==> src/rtl/reg_file_if.sv <==
// Register file access bundle: two read ports and one write port.
// Master drives addresses/write data; slave returns the read data.
interface reg_file_if #(
  parameter int DATA_W = 8,
  parameter int ADDR_W = 4
);
  logic [ADDR_W-1:0] ra;
  logic [ADDR_W-1:0] rb;
  logic [ADDR_W-1:0] wa;
  logic [DATA_W-1:0] wd;
  logic              we;
  logic [DATA_W-1:0] read_a;
  logic [DATA_W-1:0] read_b;

  modport master (
    output ra, rb, wa, wd, we,
    input  read_a, read_b
  );

  modport slave (
    input  ra, rb, wa, wd, we,
    output read_a, read_b
  );
endinterface

==> src/rtl/reg_file.sv <==
// ProtoCore GPR file: 2 combinational read ports, 1 write port (lands on the clock edge).
// No backpressure; every write with we=1 is accepted on the edge, and there is no write-through.
module reg_file #(
  parameter int DATA_W = 8,
  parameter int ADDR_W = 4
) (
  input  logic       clk,
  input  logic       rst,
  reg_file_if.slave  bus
);
  localparam int DEPTH = 2 ** ADDR_W;

  logic [DATA_W-1:0] regs [DEPTH];

  always_ff @(posedge clk or negedge rst) begin
    if (!rst) begin
      for (int i = 0; i < DEPTH; i++) begin
        regs[i] <= '0;
      end
    end else if (bus.we) begin
      regs[bus.wa] <= bus.wd;
    end
  end

  // Reads see the stored value only; a same-cycle write shows up after the edge.
  assign bus.read_a = regs[bus.ra];
  assign bus.read_b = regs[bus.rb];
endmodule

==> src/flat_wrapper.sv <==
// flat-port wrapper written by rule: the top's interface ports become plain ports
module reg_file_flat 
#(
  parameter int DATA_W = 8,
  parameter int ADDR_W = 4
)
  (clk, rst, bus_ra, bus_rb, bus_wa, bus_wd, bus_we, bus_read_a, bus_read_b);
  reg_file_if #(.DATA_W(DATA_W), .ADDR_W(ADDR_W)) bus_i ();
  input  logic clk;
  input  logic rst;
  input wire logic [$bits(bus_i.ra)-1:0] bus_ra;
  input wire logic [$bits(bus_i.rb)-1:0] bus_rb;
  input wire logic [$bits(bus_i.wa)-1:0] bus_wa;
  input wire logic [$bits(bus_i.wd)-1:0] bus_wd;
  input wire logic [$bits(bus_i.we)-1:0] bus_we;
  output wire logic [$bits(bus_i.read_a)-1:0] bus_read_a;
  output wire logic [$bits(bus_i.read_b)-1:0] bus_read_b;
  assign bus_i.ra = bus_ra;
  assign bus_i.rb = bus_rb;
  assign bus_i.wa = bus_wa;
  assign bus_i.wd = bus_wd;
  assign bus_i.we = bus_we;
  assign bus_read_a = bus_i.read_a;
  assign bus_read_b = bus_i.read_b;
  reg_file #(.DATA_W(DATA_W), .ADDR_W(ADDR_W)) u_core (.clk(clk), .rst(rst), .bus(bus_i));
endmodule
==> config.mk <==
export PLATFORM = sky130hd
export DESIGN_NAME = reg_file_flat
export DESIGN_NICKNAME = d
export VERILOG_FILES = /design/src/rtl/reg_file_if.sv /design/src/rtl/reg_file.sv /design/src/flat_wrapper.sv
export SDC_FILE = /design/constraint.sdc
export NUM_CORES = 1
export LEC_CHECK = 0
export BUFFER_PORTS_ARGS = -buffer_cell sky130_fd_sc_hd__buf_2
export CORE_UTILIZATION = 35
export CTS_CLUSTER_DIAMETER = 30
export DETAILED_ROUTE_END_ITERATION = 10
export GPL_TIMING_DRIVEN = 0
export PLACE_DENSITY = 0.52
export RECOVER_POWER = 100
export SLEW_MARGIN = 20
export SYNTH_ARGS = -nofsm -noshare
export SYNTH_HDL_FRONTEND = slang
export SYNTH_SLANG_ARGS = --single-unit
==> constraint.sdc <==
create_clock -name clk -period 3.1 [get_ports clk]
set_input_delay 0.155 -clock clk [delete_from_list [all_inputs] [get_ports clk]]
set_output_delay 0.155 -clock clk [all_outputs]
set_load 0.02 [all_outputs]
# After elaboration in Yosys (flattened, before gate mapping)
# Cells that the tools add are included.
# classes
reduce_logical,1
n_lt_le_gt_ge,4
bitwise,3
muxes,9
# ops
cell,n
bitwise mux 128 bit,1
binary-select mux 8 bit (select 4 bit),2
two-way mux 8 bit,5
demux 8 bit (select 4 bit),1
"greater-or-equal comparator 5 bit, second input constant",3
NOT 4 -> 5 bit,3
"less-than comparator 5 x 1 -> 1 bit, second input constant",1
logical AND 1 bit,1
# totals
elab_cells,33
regBits,128

# Depth between registers and ports, before layout
# logic_depth
depth_word,6
depth_mapped,5

# Least setup slack after synthesis
# No wires, ideal clock.
# synth_timing
kind,reg2out
from,reg u_core.regs[103] in the netlist's numbering
to,out bus_read_a[7]
arrival_time_ns,1.290
stages_incl_launch_ff,4
n_path_buf,0
slack_ns,1.655
path_cell_list,dfrtp_1 mux4_4 a22oi_1 nand2_1
# synth_via
elab_chain_len,3
# synth_lines
item,line,source
"start, declared",reg_file.sv:13,logic [DATA_W-1:0] regs [DEPTH];
"start signal, assigned by index",reg_file.sv:21,regs[bus.wa] <= bus.wd;
binary-select mux 8 bit (select 4 bit),reg_file.sv:26,assign bus.read_a = regs[bus.ra];
two-way mux 8 bit (implied by the code) (2 in a row),reg_file.sv:26,
"end, declared",flat_wrapper.sv:16,output wire logic [$bits(bus_i.read_a)-1:0] bus_read_a;
# No other way between the ends. The select of a mux whose other input is x is not followed.

==> impl_metrics.tcl <==
set metrics [dict create \
    status "finished, violations left" \
    violations "capacitance limit, slew limit" \
    r2r-start "u_core.regs[47]$_DFFE_PN0P_" \
    fmax_mhz 448.5 \
    cts_tree "done" \
    syn_to_final_growth_pct 15.82 \
    setup_ws_ns 0.8703 \
    grt_pass1_wl_um 29480 \
    maxCapViolations 1 \
    ys_seq_area_frac 0.4644 \
    cts_hold_buffers 1 \
    setup_tns_ns 0 \
    cp.required_ns 3.63 \
    synth_area_leader_cell "dfrtp_1" \
    drtPass1Iterations 5 \
    rows 50 \
    synth_top_area_frac 0.4644 \
    ys.flop_type "dfrtp_1" \
    reg.largest.list "u_core.regs x128" \
    grt_use_met2 0.3310 \
    slowest_delay_ns 1.54 \
    wirelength_um 20100 \
    drive_gt1_frac 0.4480 \
    p_per_area_nw_per_um2 701.1 \
    overflow 0 \
    slew_violations 37 \
    top_usage_layer "met2" \
    final_nets 512 \
    synth.avg_cell_area_um2 15.96 \
    clock_tree.root_cell "clkbuf_16" \
    max_slew_margin -0.4394 \
    antenna_found_initial 0 \
    clk_pin_slew_worst_paths_ns 0.06 \
    dp.cells 729 \
    ys_top_cells_by_area "dfrtp_1 46%, mux2_2 21%, mux4_2 11%, mux4_1 11%, a22oi_1 3.5%" \
    cts_setup_buffers 0 \
    cts.path.max_buffers 2 \
    vias_per_cell 5.763 \
    finalSetupViolCount 0 \
    final_cells 760 \
    gp_congestion 0.7834 \
    fin_crit_sh 0.7193 \
    wl_per_cell_um 26.45 \
    synth_warnings 0 \
    start_util 0.3626 \
    synth_edf_count 0 \
    cts_buffers 17 \
    largest_reg_flops 128 \
    grt_use_total 0.2124 \
    synth_nets 455 \
    worstPathMaxFanout 92 \
    detail-route-antenna-nets 0 \
    grtUsageMet3 0.04374 \
    finClkSkew_ns 0 \
    async_reset_ff_frac 1.000 \
    drcViolationCount 0 \
    rsz0062_at_grt "false" \
    grt_pass1_vias 4508 \
    ir_drop_mv 0.4195 \
    met1_usage 0.2905 \
    dpl_worst_slack_ns 0.9509 \
    vias 4380 \
    die_h_um 142.4 \
    cp.arrival_ns 2.76 \
    power.leakage_nw 3.365 \
    place_hpwl_um 12910 \
    start_kind "input pin" \
    crit_slowest_cell "clkbuf_1" \
    largest_register "u_core.regs" \
    p_total_mw 5.600 \
    ys_ff_latch 128 \
    die_w_um 142.4 \
    finalCriticalPeriod_ns 2.230 \
    final_common_cell "dfrtp_1" \
    crit_chain "dlygate4sd3_1, clkbuf_1, buf_16" \
    critPathCaptureType "async pin" \
    cts_resized 0 \
    most-common-layout-cells "128 x dfrtp_1, 126 x mux2_2, 37 x clkbuf_1" \
    core-area_um2 19020 \
    hold_viol 0 \
    insertion_delay_ns 0.42 \
    grt_max_degree 93 \
    antennaDiodeCount 0 \
    cts_max_level 4 \
    port_buffers 36 \
    cp-startpoint "rst" \
    die-area_um2 20270 \
    netlist_instances 432 \
    cts_sinks 128 \
    syn-cell-area_um2 6897 \
    synth_cell_types 23 \
    hold_path.startpoint "bus_wd[3]" \
    critPathKind "in -> async" \
    drt_iter0_drc 243 \
    ioPinCount 39 \
    tightestPinTransition_ns 2.159 \
    hold_path.class "in -> reg" \
]
-- through the flow --
stage	instance area, µm²	util	hold WS (ns)
floorplan	6897	-	-0.1406
global placement	7402	0.3892	0.4814
detailed placement	7442	0.3913	0.05080
CTS	8049	0.4232	0.04010
global route	7988	0.4200	0.05817
finish	7988	0.4200	0.05082
-- final cells by class --
class / instances / area (µm²)
Sequential cell: 128 / 3203
Clock inverter: 6 / 105.1
Fill cell: 1784 / 11030
Tap cell: 260 / 325.3
Buffer: 32 / 195.2
Timing Repair Buffer: 38 / 196.4
Multi-Input combinational cell: 272 / 3471
Clock buffer: 24 / 491.7
-- cells by family after synthesis --
family,synth area share
muxes,0.4341
and+or+nand+nor,0.03755
DFF,0.4644
buffers and inverters,0.02903
AOI/OAI and AO/OA,0.03483
-- layer usage --
metal | vias to the layer above | part of all wire
li1 | 1839 | -
met1 | 2374 | 0.46
met2 | 144 | 0.47
met3 | 23 | 0.046
met4 | 0 | 0.021
met5 | - | 0
-- Yosys cell counts, types with 3 or more instances --
| master | n |
|---|---|
| dfrtp_1 | 128 |
| mux2_2 | 126 |
| mux4_2 | 34 |
| a22oi_1 | 32 |
| mux4_1 | 29 |
| nand2_1 | 18 |
| clkbuf_1 | 11 |
| nor2_2 | 9 |
| buf_2 | 7 |
| buf_6 | 6 |
| nand2b_1 | 5 |
| nand3b_1 | 4 |
| nor2b_1 | 4 |
| buf_1 | 3 |
| clkdlybuf4s25_2 | 3 |
| nor2_1 | 3 |
-- path summary, 6_finish.rpt --
check                      slack, ns                            to  cells after the start
hold reg to reg                 0.51  u_core.regs[114]$_DFFE_PN0P_                      1
setup / recovery                0.87  u_core.regs[110]$_DFFE_PN0P_                      3
hold / removal                  0.05   u_core.regs[51]$_DFFE_PN0P_                      2
setup reg to reg                2.30   u_core.regs[47]$_DFFE_PN0P_                      1
min in group asynchronous       0.92   u_core.regs[31]$_DFFE_PN0P_                      2
max in group clk                0.91                 bus_read_b[6]                      6
-- critical path, delay by kind of cell --
kind                   cells  cell delay [ns]
buffers and inverters      3             2.49
-- power breakdown --
group | internal [mW] | total, mW | switching, mW
Sequential | 2.06 | 2.33 | 0.267
Combinational | 0.719 | 1.21 | 0.493
Clock | 1.34 | 2.06 | 0.722
Total | 4.12 | 5.60 | 1.48
(Power assumes the default switching activity.)
